--- config.mk ---
export PLATFORM = sky130hd
export DESIGN_NAME = controle_multiciclo
export DESIGN_NICKNAME = d
export VERILOG_FILES = /design/src/rtl/controle_multiciclo.sv
export SDC_FILE = /design/constraint.sdc
export NUM_CORES = 1
export LEC_CHECK = 0
export CELL_PAD_IN_SITES_DETAIL_PLACEMENT = 0
export CELL_PAD_IN_SITES_GLOBAL_PLACEMENT = 1
export CORE_ASPECT_RATIO = 1.25
export CORE_MARGIN = 3
export CORE_UTILIZATION = 29
export CTS_CLUSTER_SIZE = 8
export DETAILED_ROUTE_END_ITERATION = 12
export PLACE_DENSITY_LB_ADDON = 0.1
export SETUP_SLACK_MARGIN = 0.3
export SLEW_MARGIN = 20
export SYNTH_ARGS = -nofsm -noshare
export SYNTH_HDL_FRONTEND = slang
export SYNTH_SLANG_ARGS = --single-unit
--- constraint.sdc ---
create_clock -name Clock -period 3.2 [get_ports Clock]
set_input_delay 0.96 -clock Clock [delete_from_list [all_inputs] [get_ports Clock]]
set_output_delay 0.96 -clock Clock [all_outputs]
set_load 0.02 [all_outputs]
--- src/rtl/controle_multiciclo.sv ---
// Multicycle control unit of the 8-bit processor: owns PC/IR, fetches over a
// req/ack handshake, decodes and sequences register-file/ALU control.
module controle_multiciclo #(
  parameter logic [7:0]  RESET_PC      = 8'h00,
  parameter int unsigned FETCH_TIMEOUT = 15
) (
  input  logic       Clock,
  input  logic       Reset_n,
  input  logic       Start,
  output logic       Mem_req,
  output logic [7:0] Mem_addr,
  input  logic       Mem_ack,
  input  logic [7:0] Mem_data,
  input  logic       Zero,
  output logic       Reg_we,
  output logic [1:0] Reg_rd,
  output logic [1:0] Reg_rs,
  output logic       Alu_src_imm,
  output logic [7:0] Imm_ext,
  output logic [7:0] Pc,
  output logic       Halted,
  output logic       Erro,
  output logic [7:0] Instr_count
);

  typedef enum logic [2:0] {
    S_IDLE, S_FETCH, S_DECODE, S_EXEC, S_WB, S_HALT, S_ERRO
  } state_e;

  localparam logic [2:0] OP_NOP  = 3'b000;
  localparam logic [2:0] OP_ADD  = 3'b001;
  localparam logic [2:0] OP_ADDI = 3'b010;
  localparam logic [2:0] OP_BEQZ = 3'b011;
  localparam logic [2:0] OP_JMP  = 3'b100;
  localparam logic [2:0] OP_HALT = 3'b111;

  // Last counter value before giving up: the FETCH_TIMEOUT-th request cycle.
  localparam logic [7:0] TMO_LAST = 8'(FETCH_TIMEOUT - 1);

  state_e     state_q, state_d;
  logic [7:0] pc_q, pc_d;
  logic [7:0] ir_q, ir_d;
  logic [7:0] tmo_q, tmo_d;
  logic [7:0] icnt_q, icnt_d;
  logic [2:0] op;
  logic [7:0] off8;
  logic [7:0] imm8;
  logic       retire;
  logic       in_instr;

  assign op   = ir_q[7:5];
  assign off8 = {{3{ir_q[4]}}, ir_q[4:0]};
  assign imm8 = {{6{ir_q[1]}}, ir_q[1:0]};

  // NOTE: sequential state uses non-blocking assignments so every register
  // samples the pre-edge values, independent of statement order.
  always_ff @(posedge Clock or negedge Reset_n) begin
    if (!Reset_n) begin
      state_q <= S_IDLE;
      pc_q    <= RESET_PC;
      ir_q    <= 8'h00;
      tmo_q   <= 8'h00;
      icnt_q  <= 8'h00;
    end else begin
      state_q <= state_d;
      pc_q    <= pc_d;
      ir_q    <= ir_d;
      tmo_q   <= tmo_d;
      icnt_q  <= icnt_d;
    end
  end

  // NOTE: every variable gets a default first, so no path leaves one
  // unassigned and no latch is inferred.
  always_comb begin
    state_d = state_q;
    pc_d    = pc_q;
    ir_d    = ir_q;
    tmo_d   = tmo_q;
    icnt_d  = icnt_q;
    retire  = 1'b0;

    case (state_q)
      S_IDLE, S_HALT, S_ERRO: begin
        if (Start) begin
          state_d = S_FETCH;
          pc_d    = RESET_PC;
          tmo_d   = 8'h00;
          icnt_d  = 8'h00;
        end
      end
      S_FETCH: begin
        if (Mem_ack) begin
          ir_d    = Mem_data;
          pc_d    = pc_q + 8'd1;
          tmo_d   = 8'h00;
          state_d = S_DECODE;
        end else if (tmo_q == TMO_LAST) begin
          tmo_d   = 8'h00;
          state_d = S_ERRO;
        end else begin
          tmo_d = tmo_q + 8'd1;
        end
      end
      S_DECODE: begin
        case (op)
          OP_NOP, OP_ADD, OP_ADDI, OP_BEQZ, OP_JMP: state_d = S_EXEC;
          OP_HALT: begin
            state_d = S_HALT;
            retire  = 1'b1;
          end
          default: state_d = S_ERRO;
        endcase
      end
      S_EXEC: begin
        if (op == OP_ADD || op == OP_ADDI) begin
          state_d = S_WB;
        end else begin
          state_d = S_FETCH;
          retire  = 1'b1;
          // Branch base is the already-incremented PC; wraps modulo 256.
          if (op == OP_JMP || (op == OP_BEQZ && Zero)) pc_d = pc_q + off8;
        end
      end
      S_WB: begin
        state_d = S_FETCH;
        retire  = 1'b1;
      end
      default: state_d = S_IDLE;
    endcase

    if (retire && icnt_q != 8'hFF) icnt_d = icnt_q + 8'd1;
  end

  assign in_instr    = (state_q == S_DECODE) || (state_q == S_EXEC) || (state_q == S_WB);
  assign Mem_req     = (state_q == S_FETCH);
  assign Mem_addr    = Mem_req ? pc_q : 8'h00;
  assign Reg_we      = (state_q == S_WB);
  assign Reg_rd      = in_instr ? ir_q[4:3] : 2'b00;
  assign Reg_rs      = in_instr ? ir_q[2:1] : 2'b00;
  assign Alu_src_imm = in_instr && (op == OP_ADDI);
  assign Imm_ext     = in_instr ? imm8 : 8'h00;
  assign Pc          = pc_q;
  assign Halted      = (state_q == S_HALT);
  assign Erro        = (state_q == S_ERRO);
  assign Instr_count = icnt_q;

endmodule

==> impl_metrics.env, run 1 <==
export IMPL_status="finished clean"
export IMPL_clock_path_buffers=2
export IMPL_antenna_cells=0
export IMPL_rsz0062_at_grt="false"
export IMPL_yosysMostFrequentCell="dfrtp_1"
export IMPL_synth_warning_count=0
export IMPL_dieArea_um2=9345
export IMPL_seq_power_share_pct=28.8
export IMPL_drv_cap=0
export IMPL_drc=0
export IMPL_synth_async_reset_ratio_pct=100.0
export IMPL_powerDensity_nw_per_um2=919.9
export IMPL_cts_tree="yes"
export IMPL_cts_sinks=35
export IMPL_grt_ovfl_total=0
export IMPL_cp_slowest_stage_delay_ps=620
export IMPL_initial_core_util_pct=30.22
export IMPL_fin_setup_tns_ps=0
export IMPL_cts_root_buf="clkbuf_8"
export IMPL_h_tree_depth=2
export IMPL_viasPerCell=5.065
export IMPL_grt_max_degree=36
export IMPL_via_count=2026
export IMPL_place_congestion=0.7633
export IMPL_synth_largest_area_cell="dfrtp_1"
export IMPL_netlist_top_cells_count="dfrtp_1 (35), nand2_1 (19), o21ai_0 (18)"
export IMPL_port_buffers=53
export IMPL_dp_hpwl_um=4372
export IMPL_crit_path_max_fanout=10
export IMPL_core_area_um2=7883
export IMPL_drtPass1Iterations=4
export IMPL_avgSynthCellArea_um2=9.529
export IMPL_synth_top_area_share_pct=36.76
export IMPL_track_usage_pct=13.19
export IMPL_peakVddDrop_mv=0.3927
export IMPL_worstSkewPairLatency_ps=290
export IMPL_cp_required_ps=2240
export IMPL_max_freq_mhz=359.8
export IMPL_p_int_uw=1579
export IMPL_synth_area_um2=2382
export IMPL_crit_chain="buf_4, and3b_1, clkdlybuf4s50_1"
export IMPL_antenna_found_initial=0
export IMPL_p_sw_uw=1262
export IMPL_postPlaceCellArea_um2=2988
export IMPL_wirelength_um=5822
export IMPL_grt_pass1_wl_um=9729
export IMPL_die_y_um=107.3
export IMPL_synthCells=250
export IMPL_ys_seq_area_share_pct=36.76
export IMPL_drive_gt1_share_pct=14.43
export IMPL_report_final_slew_viol_count=0
export IMPL_end_kind="primary output"
export IMPL_cp_slowest_cell="clkdlybuf4s50_1"
export IMPL_period_needed_ps=2779
export IMPL_yosys_top_cells_area="dfrtp_1 (37%), o21ai_0 (3.8%), mux2_2 (3.8%)"
export IMPL_drt_iter0_markers=79
export IMPL_area_growth_pct=29.62
export IMPL_wl_per_cell_um=14.56
export IMPL_syn_nets=271
export IMPL_io_pins=54
export IMPL_cts_inserted_buffers=5
export IMPL_hp_class="reg -> reg"
export IMPL_p_clk_share_pct=12.7
export IMPL_place_ws_ps=278.8
export IMPL_path_class="reg -> out"
export IMPL_clk_pin_slew_ps=80
export IMPL_setup_violations=0
export IMPL_final_cell_area_um2=3088
export IMPL_path_buf_inv=2
export IMPL_synth_distinct_cells=57
export IMPL_startpoint_type="flip-flop"
export IMPL_clock_skew_final_ps=8.170
export IMPL_fp_row_count=36
export IMPL_fp_dieW_um=87.07
export IMPL_ys_flop_type="dfrtp_1"
export IMPL_ant_nets=0
export IMPL_grt_pass1_vias=1958
export IMPL_nFillCells=827
export IMPL_ys_ff_latch=35
export IMPL_switching_share_pct=44.41
export IMPL_synth_edf_count=0
export IMPL_arrival_ps=1820
export IMPL_worst_pin_slew_ps=677.0
export IMPL_fin_util_pct=39.17
export IMPL_comb_power_share_pct=58.5
export IMPL_leakagePower_uw=0.001382
export IMPL_timing_final_crit_share_pct=86.85
export IMPL_final_nets=325
export IMPL_setup_ws_ps=420.7
export IMPL_path_delay_family="buffers and inverters"
export IMPL_max_slew_margin_rel_pct=54.76
export IMPL_hold_viol=0
layout make-up:
cell class	count	area, µm²	area share [%]
Multi-Input combinational cell	188	1351	43.76
Sequential cell	35	877.1	28.40
Timing Repair Buffer	68	618.1	20.02
Tap cell	95	118.9	3.849
Clock buffer	8	100.1	3.241
Inverter	6	22.52	0.7293
repair_timing:
| item | CTS | global route |
|---|---|---|
| buffers inserted | 2 | 0 |
| endpoints found under the setup margin | 23 | 3 |
| resized for setup | 25 | 2 |
| pin swaps | 0 | 0 |
| hold buffers | 0 | 0 |
path summary, 6_finish.rpt:
check,from,endpoint,slack (ps),depth (start not counted)
worst max-delay path,state_q[0],Halted,420,3
worst min-delay path,tmo_q[3],tmo_q[3],510,1
worst max register to register,state_q[1],Pc[4],590,10
worst min register to register,tmo_q[3],tmo_q[3],510,1
max in group asynchronous,Reset_n,state_q[1],1740,2
min in group asynchronous,Reset_n,Pc[7],1100,2
cell usage in the layout (no fill, tap or decap), types with 2 or more instances in the layout:
master / synthesis / final
nand2_1: 19 / 19
o21ai_0: 18 / 18
a21oi_1: 7 / 6
mux2_2: 8 / 8
nor2_1: 10 / 9
xor2_1: 2 / 2
and3_1: 2 / 2
ha_1: 7 / 7
a31oi_1: 4 / 4
clkbuf_8: 0 / 7
nand2b_1: 6 / 6
or3_1: 6 / 6
mux2i_1: 4 / 4
nor2b_1: 9 / 8
xnor2_1: 4 / 4
buf_4: 9 / 15
a22o_1: 6 / 6
nand3_1: 16 / 16
dfrtp_1: 35 / 34
inv_1: 6 / 6
a21o_1: 5 / 5
nand3b_1: 2 / 2
o211ai_1: 4 / 4
nor3_1: 4 / 4
clkdlybuf4s50_1: 0 / 30
o21bai_1: 2 / 2
dlygate4sd2_1: 0 / 22
o31ai_1: 2 / 2
o21a_1: 2 / 2
and2_1: 13 / 13
metal layers:
layer	vias up	wire (µm)	track usage [%]
met3	5	257	2.450
met1	977	2494	16.42
met5	-	0	0
li1	1001	-	-
met2	43	3007	23.13
met4	0	63	3.341
power by group through the flow:
stage          combinational, µW  sequential (µW)  clock [µW]
2_1_floorplan               1160              809           0
3_3_place_gp                1730              837           0
3_5_place_dp                1730              840           0
4_1_cts                     1690              828         378
5_1_grt                     1840              862         395
6_report                    1660              817         361
registers in the layout, summed over array words and instances (netlist names):
| name | count |
|---|---|
| Pc | 8 |
| Instr_count | 8 |
| ir_q | 8 |
| tmo_q | 8 |
| state_q | 3 |
logic make-up after synthesis:
group / Yosys count / share of synthesized area [%]
and+or+nand+nor: 99 / 24.16
AOI/OAI and AO/OA: 61 / 18.91
DFF: 35 / 36.76
buffers and inverters: 27 / 6.880
muxes: 12 / 5.462
adders and majority gates: 9 / 4.937
xor gates and xnor gates: 7 / 2.889
stage by stage:
step | total power [µW] | cells | hold WS (ps)
after detailed placement | 2567 | 390 | 498.2
after global routing | 3096 | 400 | 521.6
after global placement | 2565 | 390 | 499.6
after CTS | 2898 | 400 | 508.0
final | 2841 | 400 | 505.8
after floorplan | 1973 | 250 | 468.3
No activity file was read; power rests on OpenSTA's default activity.
==> run 2: changes to the inputs <==
Settings changed: CTS_CLUSTER_SIZE 8 to not set, PLACE_DENSITY set to 0.7, PLACE_DENSITY_LB_ADDON 0.1 to not set, SKIP_CTS_REPAIR_TIMING set to 1.
==> run 2 against run 1 <==
  * Cell count is 2.0% lower
  * Critical endpoint is now Imm_ext[2]
  * Power is 3.4% higher
  * Sequential share of layout area is 0.55 points lower
  * Register-to-register slack worse by 70 ps
  * Via count is 2.3% lower
  * Global-route usage is 1.2 points lower
  * Critical path depth is 1 higher
  * Critical path type unchanged
  * Sequential power is 1% lower
  * Clock power is 32% higher
  * Count of clock-buffer cells in the layout is 2 lower
  * Fmax is 4.2% lower
  * Largest cell class unchanged
==> impl_metrics.env, run 2 (synthesis results as in run 1) <==
export IMPL_clk_pin_slew_ps=70
export IMPL_core_area_um2=7883
export IMPL_drtPass1Iterations=4
export IMPL_end_kind="primary output"
export IMPL_via_count=1980
export IMPL_drt_iter0_markers=98
export IMPL_rsz0062_at_grt="true"
export IMPL_worst_pin_slew_ps=675.2
export IMPL_holdPathEnd="tmo_q[3]"
export IMPL_dp_cells=384
export IMPL_hold_viol=0
export IMPL_register_area_um2=875.8
export IMPL_grt_max_degree=36
export IMPL_drc=0
export IMPL_final_cell_mix="dfrtp_1 (35), clkdlybuf4s50_1 (31), dlymetal6s2s_1 (22)"
export IMPL_die_y_um=107.3
export IMPL_p_total_uw=2936
export IMPL_max_slew_margin_rel_pct=54.88
export IMPL_powerDensity_nw_per_um2=933.7
export IMPL_h_tree_depth=2
export IMPL_fp_row_count=36
export IMPL_grt_pass1_wl_um=8942
export IMPL_report_final_slew_viol_count=0
export IMPL_grt_ovfl_total=0
export IMPL_cp_required_ps=2240
export IMPL_crit_path_max_fanout=8
export IMPL_io_pins=54
export IMPL_clock_skew_final_ps=2.905
export IMPL_min_from="tmo_q[3]"
export IMPL_viasPerCell=5.051
export IMPL_wirelength_um=5352
export IMPL_period_needed_ps=2900
export IMPL_reg2reg_to="Pc[4]"
export IMPL_cts_inserted_buffers=5
export IMPL_cts_sinks=35
export IMPL_timing_final_crit_share_pct=90.62
export IMPL_ff2ff_setup_slack_ps=520
export IMPL_antenna_cells=0
export IMPL_final_common_cell="dfrtp_1"
export IMPL_grt_pass1_vias=1904
export IMPL_reg2regPathDepth=10
export IMPL_startpoint_type="flip-flop"
export IMPL_arrival_ps=1940
export IMPL_final_cell_area_um2=3144
export IMPL_nFillCells=790
export IMPL_r2r_start="state_q[1]"
export IMPL_timing_hold_ws_ps=513.4
export IMPL_place_ws_ps=303.9
export IMPL_drive_gt1_share_pct=11.78
export IMPL_stdcell_count=392
export IMPL_setup_violations=0
export IMPL_path_class="reg -> out"
export IMPL_multi_input_area_um2=1356
export IMPL_hold_depth=1
export IMPL_status="finished clean"
export IMPL_wl_per_cell_um=13.65
export IMPL_leakagePower_uw=0.001621
export IMPL_dieArea_um2=9345
export IMPL_area_growth_pct=31.99
export IMPL_cts_tree="yes"
export IMPL_ant_nets=0
export IMPL_dp_hpwl_um=3906
export IMPL_initial_core_util_pct=30.22
export IMPL_cts_root_buf="clkbuf_8"
export IMPL_peakVddDrop_mv=0.4839
export IMPL_fp_dieW_um=87.07
export IMPL_hp_class="reg -> reg"
export IMPL_place_congestion=0.7824
export IMPL_drv_cap=0
export IMPL_max_freq_mhz=344.9
export IMPL_worstSkewPairLatency_ps=290
export IMPL_setup_ws_ps=300.3
export IMPL_postPlaceCellArea_um2=2943
export IMPL_port_buffers=53
export IMPL_clock_path_buffers=2
export IMPL_antenna_found_initial=0
export IMPL_track_usage_pct=11.96
export IMPL_final_nets=317
-- run 2: layout make-up --
| class | count | area share [%] |
|---|---|---|
| multi-input cells | 188 | 43.14 |
| clock inverters | 2 | 1.910 |
| inverters | 6 | 0.7163 |
| flip-flops and latches | 35 | 27.86 |
| well taps | 95 | 3.780 |
| clock buffers | 6 | 2.308 |
| repair buffers | 60 | 20.29 |
-- run 2: power by group --
group | switching, µW | total [µW] | internal [µW]
Sequential | 213 | 809 | 596
Clock | 166 | 478 | 312
Combinational | 868 | 1650 | 781
-- run 2: metal layers --
| layer | vias to the layer above | global-route usage (%) | share of wire [%] |
|---|---|---|---|
| met1 | 940 | 15.45 | 46 |
| met5 | - | 0 | 0 |
| met2 | 49 | 19.44 | 47 |
| met4 | 0 | 3.675 | 1.3 |
| li1 | 986 | - | - |
| met3 | 5 | 3.063 | 6.4 |
-- run 2: worst max-delay path by stage --
stage	from	to	slack (ps)	cells after the start
finish	state_q[1]	Imm_ext[2]	300	4
global route	state_q[0]	Imm_ext[2]	160	4
CTS	state_q[0]	Imm_ext[5]	-30	4
detailed placement	state_q[0]	Imm_ext[5]	300	4
global placement	state_q[0]	Imm_ext[2]	390	4
floorplan	state_q[1]	Imm_ext[2]	410	5
-- run 2: worst max-delay path, stage by stage (launching register included) --
cell and delay (ps):
dfrtp_1 410, nor2b_1 300, nor2_2 150, nor2b_4 180, clkdlybuf4s50_1 620
-- run 2: stage by stage --
step / utilization [%] / TNS, ps
after global routing: 39.89 / 0
final: 39.89 / 0
after detailed placement: 37.33 / 0
after global placement: 37.33 / 0
after floorplan: - / 0
after CTS: 39.02 / -164.5
